`src/rtl/mem_req_queue_if.sv`:
```
// Request-queue bus: CPU push side, scheduler pop side and queue status.
// The slave modport is the queue's view; master is the view of whoever drives requests and pops.
interface mem_req_queue_if #(
  parameter int DEPTH  = 16,
  parameter int TIME_W = 32
);
  localparam int CW = $clog2(DEPTH) + 1;

  logic              in_valid;
  logic              in_ready;
  logic [TIME_W-1:0] in_time;
  logic [1:0]        in_mode;
  logic [35:0]       in_addr;

  logic              out_valid;
  logic              out_ready;
  logic [TIME_W-1:0] out_time;
  logic [1:0]        out_mode;
  logic [17:0]       out_row;
  logic [7:0]        out_col;
  logic [1:0]        out_bank;
  logic [1:0]        out_bg;
  logic [3:0]        out_bank_idx;

  logic [CW-1:0]     count;
  logic              full;
  logic              empty;
  logic              err_mode;

  modport slave (
    input  in_valid, in_time, in_mode, in_addr, out_ready,
    output in_ready, out_valid, out_time, out_mode, out_row, out_col,
           out_bank, out_bg, out_bank_idx, count, full, empty, err_mode
  );

  modport master (
    output in_valid, in_time, in_mode, in_addr, out_ready,
    input  in_ready, out_valid, out_time, out_mode, out_row, out_col,
           out_bank, out_bg, out_bank_idx, count, full, empty, err_mode
  );
endinterface

```
`src/rtl/mem_req_queue.sv`:
```
// In-order DRAM request queue with address decode at push and a registered head.
// Optional QUEUE_STATS_EN adds peak_count and total_pushed statistics ports.
module mem_req_queue #(
  parameter int DEPTH  = 16,
  parameter int TIME_W = 32
) (
  input  logic                   clk,
  input  logic                   rst,
  mem_req_queue_if.slave         bus
`ifdef QUEUE_STATS_EN
  ,
  output logic [$clog2(DEPTH):0] peak_count,
  output logic [31:0]            total_pushed
`endif
);

  localparam int PW = $clog2(DEPTH);
  localparam int CW = PW + 1;

  typedef struct packed {
    logic [TIME_W-1:0] t;
    logic [1:0]        mode;
    logic [17:0]       row;
    logic [7:0]        col;
    logic [1:0]        bank;
    logic [1:0]        bg;
  } entry_t;

  entry_t        r_mem [DEPTH];
  entry_t        r_head;
  logic [PW-1:0] r_wr_ptr;
  logic [PW-1:0] r_rd_ptr;
  logic [CW-1:0] r_count;
  logic          r_out_valid;
  logic          r_err_mode;

  logic          w_full;
  logic          w_empty;
  logic          w_in_fire;
  logic          w_push;
  logic          w_pop;
  logic          w_head_load;
  logic [PW-1:0] w_rd_ptr_nxt;
  logic [CW-1:0] w_count_nxt;
  entry_t        w_in_entry;
  entry_t        w_head_nxt;
  logic          w_unused_addr;

  assign w_full  = (r_count == CW'(DEPTH));
  assign w_empty = (r_count == '0);

  // A mode-3 request still completes its handshake; it is simply never stored.
  assign w_in_fire = bus.in_valid && !w_full;
  assign w_push    = w_in_fire && (bus.in_mode != 2'd3);
  assign w_pop     = r_out_valid && bus.out_ready;

  assign w_in_entry = '{
    t:    bus.in_time,
    mode: bus.in_mode,
    row:  bus.in_addr[35:18],
    col:  bus.in_addr[17:10],
    bank: bus.in_addr[9:8],
    bg:   bus.in_addr[7:6]
  };
  assign w_unused_addr = ^bus.in_addr[5:0];

  assign w_rd_ptr_nxt = r_rd_ptr + PW'(w_pop);
  assign w_count_nxt  = r_count + CW'(w_push) - CW'(w_pop);

  // The head register reloads only when the head entry changes; otherwise it holds,
  // which also keeps the data fields at their last value once the queue drains.
  assign w_head_load = (w_count_nxt != '0) && (w_pop || w_empty);
  // When nothing else remains after this cycle's pop, the incoming entry is the new head.
  assign w_head_nxt  = (w_push && ((r_count - CW'(w_pop)) == '0)) ? w_in_entry
                                                                   : r_mem[w_rd_ptr_nxt];

  // NOTE: storage has no reset; the pointers and count define which entries are live,
  // so clearing the array would only add reset fan-out without changing behaviour.
  always_ff @(posedge clk) begin
    if (w_push) r_mem[r_wr_ptr] <= w_in_entry;
  end

  // NOTE: sequential state uses non-blocking assignments so every register samples
  // pre-edge values regardless of statement order.
  always_ff @(posedge clk or posedge rst) begin
    if (rst) begin
      r_wr_ptr    <= '0;
      r_rd_ptr    <= '0;
      r_count     <= '0;
      r_out_valid <= 1'b0;
      r_err_mode  <= 1'b0;
      r_head      <= '0;
    end else begin
      if (w_push) r_wr_ptr <= r_wr_ptr + PW'(1);
      r_rd_ptr    <= w_rd_ptr_nxt;
      r_count     <= w_count_nxt;
      r_out_valid <= (w_count_nxt != '0);
      if (w_in_fire && (bus.in_mode == 2'd3)) r_err_mode <= 1'b1;
      if (w_head_load) r_head <= w_head_nxt;
    end
  end

  assign bus.in_ready     = !w_full;
  assign bus.out_valid    = r_out_valid;
  assign bus.out_time     = r_head.t;
  assign bus.out_mode     = r_head.mode;
  assign bus.out_row      = r_head.row;
  assign bus.out_col      = r_head.col;
  assign bus.out_bank     = r_head.bank;
  assign bus.out_bg       = r_head.bg;
  assign bus.out_bank_idx = {r_head.bg, r_head.bank};
  assign bus.count        = r_count;
  assign bus.full         = w_full;
  assign bus.empty        = w_empty;
  assign bus.err_mode     = r_err_mode;

`ifdef QUEUE_STATS_EN
  logic [CW-1:0] r_peak_count;
  logic [31:0]   r_total_pushed;

  always_ff @(posedge clk or posedge rst) begin
    if (rst) begin
      r_peak_count   <= '0;
      r_total_pushed <= '0;
    end else begin
      if (w_count_nxt > r_peak_count) r_peak_count <= w_count_nxt;
      if (w_push && (r_total_pushed != '1)) r_total_pushed <= r_total_pushed + 32'd1;
    end
  end

  assign peak_count   = r_peak_count;
  assign total_pushed = r_total_pushed;
`endif

endmodule
```
`src/flat_wrapper.sv`:
```
// flat-port wrapper written by rule: the top's interface ports become plain ports
module mem_req_queue_flat 
#(
  parameter int DEPTH  = 16,
  parameter int TIME_W = 32
)
  (clk, rst, bus_in_valid, bus_in_time, bus_in_mode, bus_in_addr, bus_out_ready, bus_in_ready, bus_out_valid, bus_out_time, bus_out_mode, bus_out_row, bus_out_col, bus_out_bank, bus_out_bg, bus_out_bank_idx, bus_count, bus_full, bus_empty, bus_err_mode);
  mem_req_queue_if #(.DEPTH(DEPTH), .TIME_W(TIME_W)) bus_i ();
  input  logic clk;
  input  logic rst;
  input wire logic [$bits(bus_i.in_valid)-1:0] bus_in_valid;
  input wire logic [$bits(bus_i.in_time)-1:0] bus_in_time;
  input wire logic [$bits(bus_i.in_mode)-1:0] bus_in_mode;
  input wire logic [$bits(bus_i.in_addr)-1:0] bus_in_addr;
  input wire logic [$bits(bus_i.out_ready)-1:0] bus_out_ready;
  output wire logic [$bits(bus_i.in_ready)-1:0] bus_in_ready;
  output wire logic [$bits(bus_i.out_valid)-1:0] bus_out_valid;
  output wire logic [$bits(bus_i.out_time)-1:0] bus_out_time;
  output wire logic [$bits(bus_i.out_mode)-1:0] bus_out_mode;
  output wire logic [$bits(bus_i.out_row)-1:0] bus_out_row;
  output wire logic [$bits(bus_i.out_col)-1:0] bus_out_col;
  output wire logic [$bits(bus_i.out_bank)-1:0] bus_out_bank;
  output wire logic [$bits(bus_i.out_bg)-1:0] bus_out_bg;
  output wire logic [$bits(bus_i.out_bank_idx)-1:0] bus_out_bank_idx;
  output wire logic [$bits(bus_i.count)-1:0] bus_count;
  output wire logic [$bits(bus_i.full)-1:0] bus_full;
  output wire logic [$bits(bus_i.empty)-1:0] bus_empty;
  output wire logic [$bits(bus_i.err_mode)-1:0] bus_err_mode;
  assign bus_i.in_valid = bus_in_valid;
  assign bus_i.in_time = bus_in_time;
  assign bus_i.in_mode = bus_in_mode;
  assign bus_i.in_addr = bus_in_addr;
  assign bus_i.out_ready = bus_out_ready;
  assign bus_in_ready = bus_i.in_ready;
  assign bus_out_valid = bus_i.out_valid;
  assign bus_out_time = bus_i.out_time;
  assign bus_out_mode = bus_i.out_mode;
  assign bus_out_row = bus_i.out_row;
  assign bus_out_col = bus_i.out_col;
  assign bus_out_bank = bus_i.out_bank;
  assign bus_out_bg = bus_i.out_bg;
  assign bus_out_bank_idx = bus_i.out_bank_idx;
  assign bus_count = bus_i.count;
  assign bus_full = bus_i.full;
  assign bus_empty = bus_i.empty;
  assign bus_err_mode = bus_i.err_mode;
  mem_req_queue #(.DEPTH(DEPTH), .TIME_W(TIME_W)) u_core (.clk(clk), .rst(rst), .bus(bus_i));
endmodule
```
`config.mk`:
```
export PLATFORM = sky130hd
export DESIGN_NAME = mem_req_queue_flat
export DESIGN_NICKNAME = d
export VERILOG_FILES = /design/src/rtl/mem_req_queue_if.sv /design/src/rtl/mem_req_queue.sv /design/src/flat_wrapper.sv
export SDC_FILE = /design/constraint.sdc
export NUM_CORES = 1
export LEC_CHECK = 0
export CAP_MARGIN = 10
export CORE_ASPECT_RATIO = 0.8
export CORE_MARGIN = 5
export CORE_UTILIZATION = 63
export CTS_BUF_LIST = sky130_fd_sc_hd__clkbuf_4
export DETAILED_ROUTE_END_ITERATION = 10
export PLACE_DENSITY = 0.81
export SLEW_MARGIN = 30
export SYNTH_ARGS = -nofsm -noshare
export SYNTH_HDL_FRONTEND = slang
export SYNTH_SLANG_ARGS = --single-unit
```
`constraint.sdc`:
```
create_clock -name clk -period 4.8 [get_ports clk]
set_input_delay 0.72 -clock clk [delete_from_list [all_inputs] [get_ports clk]]
set_output_delay 0.72 -clock clk [all_outputs]
set_load 0.03 [all_outputs]
```
After elaboration in Yosys (flattened, before gate mapping):

Memory sizes are Yosys's and may differ from the RTL's.
Cells that the tools add are included.
Widths: inputs -> output; s select.

* register bits: 79
* memories: 1
* RAM bits: 1024
* word-level logic and storage cells: 34

Memory list
* u_core.r_mem: depth 16, width 64, rd ports 1, clocked after memory_dff 0, wr ports 1, line mem_req_queue.sv:29 `entry_t r_mem [DEPTH];`

* reductions and logical operators: 11
* add/sub/neg operators: 5
* equal/unequal tests: 3
* mux-type cells: 3

Operators with widths (count)
* $mux 64: 1
* $logic_not 5->1: 2
* $sub 5x1->5: 2
* $logic_and 1x1->1: 6
* $add 5x1->5: 1
* $eq 5x5->1 const B: 1
* $reduce_bool 5->1: 1
* $add 4x1->4: 1
* $add 4x1->4 const B: 1
* $eq 2x2->1 const B: 1
* $mux 1: 2
* $ne 2x2->1 const B: 1
* $logic_not 1->1: 1
* $logic_or 1x1->1: 1

Longest topological paths before layout:

* word-level depth: 8
* depth in mapped cells: 16
* mapped depth without buffers: 13

Worst setup path before layout:

OpenSTA, ideal clock, no wires.

* path kind: register -> register
* start: register u_core.r_count[2], in the netlist u_core.bus.count[2]
* end: register u_core.r_head (netlist bit u_core.bus.out_bank[0])
* slack: 0.819 ns
* data arrival time: 3.849 ns
* library setup time: 0.132 ns
* path buffers: 3
* cell stages (with the launch flop): 17
* clock period less this slack: 3.981 ns
* cell sequence: dfrtp_1 -> inv_1 -> ha_1 -> nand4bb_1 -> nand3_1 -> inv_2 -> clkbuf_1 -> ha_1 -> inv_1 -> fa_1 -> or3_1 -> and4_1 -> a211o_1 -> buf_2 -> buf_2 -> a21oi_1 -> a31oi_2

* word-level cells in the longest chain between the ends: 8

RTL lines
* from (decl): line mem_req_queue.sv:33 `logic [CW-1:0] r_count;`
* from (signal assigned): line mem_req_queue.sv:96 `r_count <= w_count_nxt;`
* $eq 5x5->1 (*): line mem_req_queue.sv:49 `assign w_full = (r_count == CW'(DEPTH));`
* $logic_not 1->1 (*)
* named net bus_in_ready: line flat_wrapper.sv:16 `output wire logic [$bits(bus_i.in_ready)-1:0] bus_in_ready;`
* $logic_and 1x1->1 (*): line mem_req_queue.sv:53 `assign w_in_fire = bus.in_valid && !w_full;`
* $logic_and 1x1->1 (*): line mem_req_queue.sv:54 `assign w_push = w_in_fire && (bus.in_mode != 2'd3);`
* named net u_core.w_push: line mem_req_queue.sv:40 `logic w_push;`
* $add 5x1->5: line mem_req_queue.sv:68 `assign w_count_nxt = r_count + CW'(w_push) - CW'(w_pop);`
* $sub 5x1->5: line mem_req_queue.sv:68
* $reduce_bool 5->1: line mem_req_queue.sv:72 `assign w_head_load = (w_count_nxt != '0) && (w_pop || w_empty);`
* $logic_and 1x1->1: line mem_req_queue.sv:72
* to (signal assigned): line mem_req_queue.sv:99 `if (w_head_load) r_head <= w_head_nxt;`
* to (decl): line mem_req_queue.sv:30 `entry_t r_head;`

Mark *: on every way through the listed nets, which the timed path passes. The rest lies on a longest branch.
A chain may end at the register's enable or synchronous reset.

Worst setup path after layout:

* start: register u_core.r_count[2], in the netlist u_core.bus.count[2]
* end: register u_core.r_head (netlist bit u_core.bus.out_time[1])

* word-level cells in the longest chain between the ends: 8

RTL lines (line)
* $eq 5x5->1: mem_req_queue.sv:49
* $logic_not 1->1: mem_req_queue.sv:53
* $logic_and 1x1->1: mem_req_queue.sv:53
* $logic_and 1x1->1: mem_req_queue.sv:54
* $add 5x1->5: mem_req_queue.sv:68
* $sub 5x1->5: mem_req_queue.sv:68
* $reduce_bool 5->1: mem_req_queue.sv:72
* $logic_and 1x1->1: mem_req_queue.sv:72

Several ways; a longest one is shown, not always the timed one.

==> metrics <==
HP Class=primary input to asynchronous set/reset pin; Synth cell types=42; Mapped Nets=2340; vias in the first global route=25800; worst path cell trace=inv_1 -> ha_1 -> nand4bb_1 -> nand3_4 -> inv_2 -> ha_1 -> inv_1 -> fa_1 -> and3b_1 -> o2111ai_1 -> a211o_2 -> buf_4 -> a21oi_1 -> a31oi_2; Final Skew=0.103 ns; CTS Root Cell=clkbuf_4; routed wire length=105000 microns; TNS Setup=0 ns; area share of the largest cell type after synthesis=70.8%; Cell Area, Synth=43500 sq um; critical path's largest stage delay=0.77 ns; CTS sink cnt=1103; count leader, synth=edfxtp_1; vias=24300; worst-margin pin slew=0.994 ns; Worst slew margin=33.8%; #FFs+latches synth=1103; power after layout=0.0339 W; Crit Path Category=flip-flop to flip-flop; leakage=16.4 nW; Layout area overhead=14.7%; most frequent cells after synthesis=edfxtp_1, nand2_1, mux4_2; FMAX=227 MHz; placeable core area=68700 sq um; final setup fails=0; cts repair resizes=0; Synthesis Warnings=0; Clk Latency, worst-skew pair=1.10 ns; Final Max Slew Viols=0; Die Wd=304 microns; number of flops mapped to enable cells by yosys=1024; CTS clock-pin slew for the worst setup and hold paths=0.07 ns; DRC Markers=0; PortBufs=145; final hold vios=0; status=finished clean; filler instances=3993; Multi-input gate area=10100 sq um; delay-heaviest family, CP=buffers and inverters; global-route wire length before repair=158000 microns; full die area=74400 sq um; pin count of the biggest net entering global routing=129; HPWL after DPL=54800 microns; clock buffer count from CTS=279; H-tree Lvls=5; Final #Nets=2688; Synth async-reset ratio=7.16%; gr usage total=28.7%; CP required=5.72 ns; Via density=6.54; wire per inst=28.3 microns; Die Ht=245 microns; initial DRC count=2966; reg2reg setup slack=0.39 ns; Post-Synthesis Cells=2250; CP max FO=57; initial core utilization=63.3%; sequential share of the synthesized area=75.3%; synth top area cells=edfxtp_1, mux4_2, dfrtp_1; Overflow after GRT=0; Routed Antenna Nets=0; CP bufs+invs=4; unrepaired setup endpoints after global routing=false; Layout Utilization=72.6%; io pins=152; Max Cap Viol=0; Post-Syn Area per Cell=19.3 sq um; number of antenna violations at the first check in global routing=6; Crit-path slowest cell=buf_4; CP Capture Type=flip-flop; number of hold buffers added after CTS=0; Max clock buf depth=4; crit start category=flip-flop; Pwr per Cell Area=680 nW/um^2; Final Cycle Share=91.9%; post-CTS setup buffer count=0; CTS tree=yes; DR pass1 iterations=7; Rows=86; critical path arrival=5.33 ns; Min Clock Period, post-route=4.41 ns; sequential cell area=32700 sq um; post-synth top area cell=edfxtp_1; worst vdd ir=0.800 mV; final RePlAce weighted congestion=0.830; share of cells above drive strength 1=30.7%; Most used DFF post-synth=edfxtp_1
cells in the final DEF, fill, tap and decap left out, types with 14 or more instances in the layout:
cell type        netlist  final
clkbuf_4               0    426
a31oi_2               60     60
buf_4                 29     41
nand3_1              194    193
nand2_1              261    261
dfrtp_1               79     79
edfxtp_1            1024   1024
clkdlybuf4s50_1        0    145
a21oi_1               66     66
buf_12                 0     31
clkinv_1               0     32
inv_1                 17     14
o211ai_1              64     64
mux4_2               256    256
logic make-up after synthesis:
logic type | after synthesis | synth area share [%]
adder cells (fa/ha/maj) | 16 | 0.478
buffers and inverters | 170 | 1.89
multiplexers | 256 | 13.3
AO/OA/AOI/OAI | 203 | 3.82
AND/OR/NAND/NOR | 492 | 5.04
XOR/XNOR | 10 | 0.202
flip-flops | 1103 | 75.3
worst reg2reg max path, delay by kind of cell, from the launching register on:
kind | cells | cell delay [ns]
flip-flops | 1 | 0.42
adder cells (fa/ha/maj) | 3 | 0.91
AND/OR/NAND/NOR | 3 | 1.09
AO/OA/AOI/OAI | 4 | 0.76
buffers and inverters | 4 | 1.10
where the power goes:
group | switching, W | leakage, nW | internal, W
Clock | 0.00354 | 2.06 | 0.00412
Combinational | 0.00807 | 4.24 | 0.00610
Sequential | 0.000502 | 10.1 | 0.0116
Total | 0.0121 | 16.4 | 0.0218
final cells by class:
class	instances	area share, %
Multi-Input combinational cell	977	20.2
Antenna cell	6	0.0301
Inverter	18	0.146
Timing Repair Buffer	219	4.85
Sequential cell	1103	65.7
Clock inverter	38	0.394
Tap cell	924	2.32
Clock buffer	426	6.42
path summary, 6_finish.rpt:
kind,depth (start not counted),from,end
min in group clk,3,bus_in_valid,u_core.bus.err_mode$_DFFE_PP0P_
min,2,rst,u_core.bus.out_col[3]$_DFFE_PP0P_
max,14,u_core.bus.count[2]$_DFF_PP0_,u_core.bus.out_time[1]$_DFFE_PP0P_
max in group asynchronous,3,rst,u_core.bus.out_bank[0]$_DFFE_PP0P_
max reg2reg,14,u_core.bus.count[2]$_DFF_PP0_,u_core.bus.out_time[1]$_DFFE_PP0P_
min reg2reg,2,u_core.bus.out_row[2]$_DFFE_PP0P_,u_core.bus.out_row[2]$_DFFE_PP0P_
per-layer routing:
metal  up-vias  share of wire [%]  GRT usage [%]  wire length (microns)
li1       9966                  -              -                      -
met1     12300                 36           39.1                  38100
met2      1750                 48           44.5                  50500
met3       279                 12           8.01                  12500
met4         4                3.6           12.6                   3750
met5         -              0.015              0                     16
registers in the layout, indices dropped and copies added, names as in the netlist, 4 cells and up:
signal               flops
u_core.bus.out_time     32
u_core.bus.count         5
u_core.r_wr_ptr          4
u_core.bus.out_row      18
u_core.r_mem          1024
u_core.r_rd_ptr          4
u_core.bus.out_col       8
stage by stage:
step	instances	setup WS [ns]	instance area, sq um	hold WS (ns)
6_report	3711	0.390	49800	0.212
3_3_place_gp	3238	0.416	46400	0.537
5_1_grt	3710	0.357	49800	0.207
4_1_cts	3705	0.530	49800	0.112
3_5_place_dp	3241	0.253	46400	0.542
2_1_floorplan	2250	0.819	43500	0.475
Power figures use the tool's default switching activity.
